$ cat config.mk
export PLATFORM = sky130hd
export DESIGN_NAME = pipe_stage
export DESIGN_NICKNAME = d
export VERILOG_FILES = /design/src/rtl/pipe_stage.sv
export SDC_FILE = /design/constraint.sdc
export NUM_CORES = 1
export LEC_CHECK = 0
export BUFFER_PORTS_ARGS = -buffer_cell sky130_fd_sc_hd__buf_4
export CAP_MARGIN = 5
export CORE_AREA = 5 5 129 131
export DETAILED_ROUTE_END_ITERATION = 7
export DIE_AREA = 0 0 134 136
export PLACE_DENSITY = 0.74
export SLEW_MARGIN = 10
export SYNTH_ARGS = -nofsm -noshare
export SYNTH_HDL_FRONTEND = slang
export SYNTH_SLANG_ARGS = --single-unit
$ cat constraint.sdc
create_clock -name clk_i -period 3.86 [get_ports clk_i]
set_input_delay 0 -clock clk_i [delete_from_list [all_inputs] [get_ports clk_i]]
set_output_delay 0 -clock clk_i [all_outputs]
set_load 0.01 [all_outputs]
$ cat src/rtl/pipe_stage.sv
// Stallable, flushable pipeline boundary with valid/ready handshake and an optional
// two-entry skid buffer. Control bits read as zero whenever no entry is held.
module pipe_stage #(
  parameter int unsigned DATA_W = 64,
  parameter int unsigned CTRL_W = 8,
  parameter int unsigned SKID   = 1
) (
  input  logic              clk_i,
  input  logic              rst_ni,
  input  logic              flush_i,
  input  logic              in_valid_i,
  output logic              in_ready_o,
  input  logic [DATA_W-1:0] in_data_i,
  input  logic [CTRL_W-1:0] in_ctrl_i,
  output logic              out_valid_o,
  input  logic              out_ready_i,
  output logic [DATA_W-1:0] out_data_o,
  output logic [CTRL_W-1:0] out_ctrl_o,
  output logic [1:0]        occupancy_o,
  output logic [15:0]       stall_cycles_o
);

  // Encoding is {skid_valid, main_valid}.
  typedef enum logic [1:0] {
    StEmpty = 2'b00,
    StOne   = 2'b01,
    StFull  = 2'b11
  } state_e;

  state_e              state_q, state_d;
  logic [DATA_W-1:0]   main_data_q, main_data_d;
  logic [CTRL_W-1:0]   main_ctrl_q, main_ctrl_d;
  logic [DATA_W-1:0]   skid_data_q, skid_data_d;
  logic [CTRL_W-1:0]   skid_ctrl_q, skid_ctrl_d;
  logic [15:0]         stall_q, stall_d;

  logic main_valid, skid_valid, accept, consume;

  assign main_valid = state_q[0];
  assign skid_valid = state_q[1];

  // With SKID=0 an accept in StOne always coincides with a consume, so StFull is unreachable.
  assign in_ready_o = ((SKID != 0) ? !skid_valid : (out_ready_i || !main_valid)) && !flush_i;
  assign accept     = in_valid_i && in_ready_o;
  assign consume    = main_valid && out_ready_i;

  always_comb begin
    state_d     = state_q;
    main_data_d = main_data_q;
    main_ctrl_d = main_ctrl_q;
    skid_data_d = skid_data_q;
    skid_ctrl_d = skid_ctrl_q;
    if (flush_i) begin
      state_d = StEmpty;
    end else begin
      unique case (state_q)
        StEmpty: begin
          if (accept) begin
            state_d     = StOne;
            main_data_d = in_data_i;
            main_ctrl_d = in_ctrl_i;
          end
        end
        StOne: begin
          if (accept && consume) begin
            main_data_d = in_data_i;
            main_ctrl_d = in_ctrl_i;
          end else if (accept) begin
            state_d     = StFull;
            skid_data_d = in_data_i;
            skid_ctrl_d = in_ctrl_i;
          end else if (consume) begin
            state_d = StEmpty;
          end
        end
        StFull: begin
          if (consume) begin
            state_d     = StOne;
            main_data_d = skid_data_q;
            main_ctrl_d = skid_ctrl_q;
          end
        end
        default: state_d = StEmpty;
      endcase
    end
  end

  always_comb begin
    stall_d = stall_q;
    if (main_valid && !out_ready_i && (stall_q != 16'hFFFF)) begin
      stall_d = stall_q + 16'd1;
    end
  end

  always_ff @(posedge clk_i or negedge rst_ni) begin
    if (!rst_ni) begin
      state_q     <= StEmpty;
      main_data_q <= '0;
      main_ctrl_q <= '0;
      skid_data_q <= '0;
      skid_ctrl_q <= '0;
      stall_q     <= '0;
    end else begin
      state_q     <= state_d;
      main_data_q <= main_data_d;
      main_ctrl_q <= main_ctrl_d;
      skid_data_q <= skid_data_d;
      skid_ctrl_q <= skid_ctrl_d;
      stall_q     <= stall_d;
    end
  end

  assign out_valid_o    = main_valid;
  assign out_data_o     = main_data_q;
  assign out_ctrl_o     = main_valid ? main_ctrl_q : '0;
  assign occupancy_o    = {1'b0, main_valid} + {1'b0, skid_valid};
  assign stall_cycles_o = stall_q;

endmodule

==> qor.csv, run 1 <==
stage,metric,value,unit
timing,finalCritPeriodShare,0.735,
run,drv_cap,0,
worst_setup_path,cp.required,4.16,ns
floorplan,initial_core_util,0.487,
power_and_ir_drop,power.density,684,mW/mm²
final_layout,layout_commonest_cell,buf_4,
floorplan,dieArea,0.0182,mm²
placement,port_buffers,168,
floorplan,core_area,0.0155,mm²
power_and_ir_drop,leakagePower,4.90,nW
clock_tree,cts-buffers-inserted,17,
timing,rsz0062_at_grt,false,
route,ant_nets,0,
timing,setup_viol,0,
route,routedWlPerCell,18.3,µm
yosys,ys_ff_latch,162,
placement,post-place-ws,1.03,ns
final_layout,layoutNonFillerInstCount,939,
worst_setup_path,end_kind,flop,
yosys,syn_nets,570,
yosys,seq_area_frac_synth,0.538,
yosys,ys.flop_type,dfrtp_1,
route,vias,4896,
worst_setup_path,critical_path.max_fanout,57,
global_routing,grt_pass1_vias,5550,
global_routing,overflow,0,
final_layout,final_cell_mix,"buf_4 (173), dfrtp_1 (162), mux2_2 (144)",
global_routing,grt_max_degree,103,
placement,gp_congestion,0.795,
clock_tree,worstSkewPairLatency,0.42,ns
clock_tree,cts_root_buf,clkbuf_16,
floorplan,die_y,136,µm
clock_tree,cts.repair.resized,0,
clock_tree,path_clk_slew,0.06,ns
placement,detailed_place_hpwl,11000,µm
timing,finalSetupTns,0,ns
global_routing,antenna_found_initial,1,
yosys,synthArstFlopShare,1.00,
placement,dp.cells,830,
clock_tree,clockBufferDepth,2,
final_layout,layout-drive-gt1-share,0.575,
final_layout,area_growth,36.7,%
route,routed_via_density,5.21,
worst_setup_path,arrival,3.14,ns
timing,fmax,352,MHz
timing,fin_worst_skew,0.00666,ns
final_layout,fin_area,0.0103,mm²
timing,hold_violations,0,
yosys,ys_warn_count,0,
yosys,synth_area,0.00754,mm²
worst_setup_path,path_buf_inv,1,
worst_setup_path,crit_chain,ha_1 -> a21boi_1 -> o22ai_1 -> nand3_4 -> buf_4 -> mux2_2,
route,wirelength,17200,µm
yosys,synth.distinct_cells,42,
timing,worstMarginPinSlew,1.00,ns
yosys,synthCells,488,
global_routing,grt_pass1_wl,28400,µm
timing,maxSlewViolCount,0,
worst_setup_path,cpMaxStageDelayCell,buf_4,
global_routing,track_usage,0.196,
power_and_ir_drop,ir_drop,0.428,mV
final_layout,num-nets-final,815,
clock_tree,cts_tree,yes,
timing,period_minus_slack,2.84,ns
clock_tree,clock_sinks,162,
worst_hold_path,hold_path.class,in -> async,
outcome,status,completed,
route,first_pass_iters,4,
worst_setup_path,critPathMaxStageDelay,0.69,ns
worst_setup_path,critical_path_class,reg -> reg,
yosys,synth_edf_count,0,
timing,fin_hold_ws,0.270,ns
placement,dpl-instance-area,0.00895,mm²
timing,max-slew-margin-rel,0.333,
floorplan,pin_count,169,
yosys,syn_area_per_cell,15.4,µm²
timing,timing.final.ws_setup,1.02,ns
clock_tree,htree_levels,4,
route,drt_iter0_drc,134,
route,drcViolationCount,0,
worst_setup_path,cp_top_family,buffers and inverters,
worst_setup_path,start_kind,flop,
floorplan,dieWidth,134,µm
floorplan,fp-row-count,46,
## cells by family after synthesis
kind of cell / count (synthesis) / synth area share
AOI/OAI and AO/OA: 20 / 0.0193
and+or+nand+nor: 48 / 0.0415
DFF: 162 / 0.538
muxes: 217 / 0.360
xor gates and xnor gates: 10 / 0.0116
buffers and inverters: 26 / 0.0219
adders and majority gates: 5 / 0.00830
## worst register-to-register path: stages (launching register included)
cell and delay (ns):
dfrtp_1 0.67, ha_1 0.34, a21boi_1 0.23, o22ai_1 0.13
nand3_4 0.20, buf_4 0.69, mux2_2 0.46
## cell usage after synthesis, types with 2 or more instances
cell type | number | area [µm²]
mux2_4 | 71 | 1070
clkbuf_1 | 7 | 26.3
nand4_1 | 3 | 18.8
ha_1 | 5 | 62.6
xnor2_1 | 3 | 26.3
buf_6 | 7 | 78.8
nand3_2 | 2 | 20.0
mux2_2 | 144 | 1620
dfrtp_1 | 162 | 4050
buf_2 | 9 | 45.0
inv_1 | 2 | 7.51
mux2_1 | 2 | 22.5
nor2_1 | 7 | 26.3
and3_1 | 2 | 12.5
nor3_1 | 5 | 25.0
a31oi_1 | 2 | 12.5
nand2_1 | 6 | 22.5
nand3_1 | 4 | 20.0
o21ai_0 | 3 | 15.0
o21a_1 | 2 | 15.0
a21oi_1 | 5 | 25.0
and2_1 | 9 | 56.3
xor2_1 | 7 | 61.3
## timing repair
action                    4_1_cts  5_1_grt
hold buffers                   76        0
hold endpoints to repair      250        0
buffers inserted                0        0
## per-layer routing
layer | global-route usage | part of all wire | wire length, µm
met1 | 0.238 | 0.42 | 7190
met4 | 0.0697 | 0.018 | 316
met5 | 0 | 0 | 0
met3 | 0.0455 | 0.051 | 884
met2 | 0.342 | 0.51 | 8830
## flip-flops by register name, indices dropped and copies added (netlist names)
register        count
stall_cycles_o     16
skid_data_q        64
main_ctrl_q         8
state_q             2
out_data_o         64
skid_ctrl_q         8
## metrics by stage
stage / utilization / power, W
after detailed placement: 0.578 / 0.00532
after global placement: 0.578 / 0.00521
after CTS: 0.665 / 0.00710
final: 0.666 / 0.00704
after floorplan: - / 0.00427
after global routing: 0.666 / 0.00741
## report_power, final
| part | switching (W) | internal [W] |
|---|---|---|
| Sequential | 0.000494 | 0.00249 |
| Combinational | 0.000861 | 0.00152 |
| Clock | 0.000687 | 0.000988 |
## layout make-up
cell class | count | area [µm²]
fill | 1096 | 5180
sequential | 162 | 4050
multi-input combinational | 300 | 3340
timing repair buffer | 250 | 2070
clock buffer | 20 | 457
tap | 192 | 240
clock inverter | 12 | 133
inverter | 2 | 7.51
antenna | 1 | 2.50
## path summary, 6_finish.rpt
| kind | from | end | slack (ns) | cells past startpoint |
|---|---|---|---|---|
| min in group clk_i | flush_i | state_q[0]$_DFFE_PN0P_ | 0.34 | 3 |
| setup reg to reg | state_q[0]$_DFFE_PN0P_ | out_data_o[3]$_DFFE_PN0P_ | 1.02 | 6 |
| hold / removal | rst_ni | skid_data_q[3]$_DFFE_PN0P_ | 0.27 | 2 |
| hold reg to reg | main_ctrl_q[0]$_DFFE_PN0P_ | main_ctrl_q[0]$_DFFE_PN0P_ | 0.50 | 1 |
| max in group asynchronous | rst_ni | out_data_o[10]$_DFFE_PN0P_ | 2.59 | 3 |
| setup / recovery | state_q[0]$_DFFE_PN0P_ | out_data_o[3]$_DFFE_PN0P_ | 1.02 | 6 |
Note: power is estimated with default switching activity, not from simulation.
==> run 2, diff against run 1 <==
clock period = 2.9 ns   (was 3.86 ns; I/O delays follow)
==> qor.csv, run 2 (same netlist as run 1, synthesis figures left out) <==
stage,metric,value,unit
route,wirelength,17100,µm
global_routing,grt_max_degree,92,
worst_setup_path,critical_path.max_fanout,26,
route,drcViolationCount,0,
clock_tree,cts_tree,yes,
global_routing,overflow,0,
placement,gp_congestion,0.818,
timing,finalCritPeriodShare,0.824,
worst_setup_path,r2r_setup_slack,0.51,ns
clock_tree,cts_setup_buffers,0,
floorplan,die_y,136,µm
route,vias,4896,
floorplan,initial_core_util,0.487,
final_layout,layout-drive-gt1-share,0.577,
timing,fmax,418,MHz
final_layout,layout_commonest_cell,buf_4,
worst_setup_path,critPathMaxStageDelay,0.51,ns
timing,worstMarginPinSlew,0.715,ns
floorplan,fp-row-count,46,
worst_setup_path,reg2reg_from,state_q[1]$_DFFE_PN0P_,
final_layout,antenna_cells,0,
power_and_ir_drop,power.density,909,mW/mm²
timing,fin_hold_ws,0.145,ns
timing,rsz0062_at_grt,false,
clock_tree,path_clk_slew,0.06,ns
floorplan,core_area,0.0155,mm²
final_layout,num-nets-final,818,
floorplan,dieWidth,134,µm
worst_setup_path,worstSetupEndpoint,skid_data_q[63]$_DFFE_PN0P_,
final_layout,area_growth,37.6,%
run,drv_cap,0,
clock_tree,clockBufferDepth,2,
timing,finalSetupTns,0,ns
global_routing,grt_pass1_wl,27800,µm
worst_setup_path,cp-startpoint,state_q[1]$_DFFE_PN0P_,
route,routed_via_density,5.20,
clock_tree,worstSkewPairLatency,0.41,ns
worst_setup_path,arrival,2.68,ns
worst_setup_path,ff2ff_path_depth,6,
timing,max-slew-margin-rel,0.524,
worst_setup_path,critical_path_class,reg -> reg,
global_routing,antenna_found_initial,0,
floorplan,dieArea,0.0182,mm²
final_layout,final_cell_mix,"buf_4 (173), dfrtp_1 (162), mux2_2 (144)",
floorplan,pin_count,169,
worst_setup_path,r2r_end,skid_data_q[63]$_DFFE_PN0P_,
clock_tree,clock_sinks,162,
worst_setup_path,cpMaxStageDelayCell,or3b_4,
worst_setup_path,end_kind,flop,
clock_tree,htree_levels,4,
route,ant_nets,0,
clock_tree,cts_root_buf,clkbuf_16,
route,routedWlPerCell,18.2,µm
global_routing,track_usage,0.191,
outcome,status,completed,
timing,fin_worst_skew,0.0111,ns
timing,setup_viol,0,
global_routing,grt_pass1_vias,5440,
timing,maxSlewViolCount,0,
timing,period_minus_slack,2.39,ns
worst_setup_path,cp.required,3.19,ns
placement,port_buffers,168,
clock_tree,cts-buffers-inserted,17,
timing,hold_violations,0,
power_and_ir_drop,leakagePower,4.93,nW
worst_hold_path,hold_path.class,in -> async,
power_and_ir_drop,ir_drop,0.440,mV
worst_setup_path,crit_chain,inv_1 -> ha_1 -> nand3b_4 -> or3b_4 -> buf_4 -> mux2_2,
worst_setup_path,start_kind,flop,
route,drt_iter0_drc,192,
placement,detailed_place_hpwl,11000,µm
route,first_pass_iters,4,
[run 2: cell count changes in the layout (fill, tap and decap cells not counted), sizes merged]
cell      delta
buf          +3
inv          +1
clkinv       -3
clkbuf       +1
clkinvlp     +1
diode        -1
[run 2: per-stage QoR]
step	utilization	total power, W	cells	cell area [µm²]	worst slack (ns)
floorplan	-	0.00568	488	7540	0.873
finish	0.670	0.00942	941	10400	0.509
global placement	0.582	0.00696	833	9010	0.577
global route	0.670	0.00993	941	10400	0.355
CTS	0.670	0.00949	941	10400	0.468
detailed placement	0.582	0.00710	833	9010	0.477
[run 2: timing repair]
item / 4_1_cts / 5_1_grt
hold buffers: 76 / 0
resized for setup: 0 / 0
hold endpoints to repair: 221 / 0
[run 2: cell type report]
cell class	instances	area [µm²]
sequential	162	4050
inverter	2	7.51
tap	192	240
multi-input combinational	300	3340
fill	1087	5110
clock buffer	21	470
timing repair buffer	253	2130
clock inverter	11	126
[run 2: critical path, delay by kind of cell (launching register included)]
family,cells,cell delay [ns]
and+or+nand+nor,2,0.62
buffers and inverters,2,0.56
DFF,1,0.47
muxes,1,0.38
adders and majority gates,1,0.25
[run 2: worst min-delay path by stage]
stage	startpoint	to
after floorplan	rst_ni	main_ctrl_q[0]$_DFFE_PN0P_
final	rst_ni	skid_data_q[1]$_DFFE_PN0P_
after detailed placement	rst_ni	out_data_o[5]$_DFFE_PN0P_
after global routing	rst_ni	out_data_o[5]$_DFFE_PN0P_
after CTS	rst_ni	skid_data_q[5]$_DFFE_PN0P_
after global placement	rst_ni	skid_data_q[5]$_DFFE_PN0P_
[run 2: routing by layer]
metal	global-route usage	vias to the layer above	share of wire
met5	0	-	0
met4	0.0583	0	0.016
met3	0.0496	20	0.052
met2	0.321	128	0.50
met1	0.245	2493	0.43
li1	-	2255	-
[run 2: power by group]
part | internal [W] | switching (W) | leakage, nW
combinational | 0.00205 | 0.00117 | 2.70
clock | 0.00134 | 0.000914 | 0.282
sequential | 0.00332 | 0.000628 | 1.95
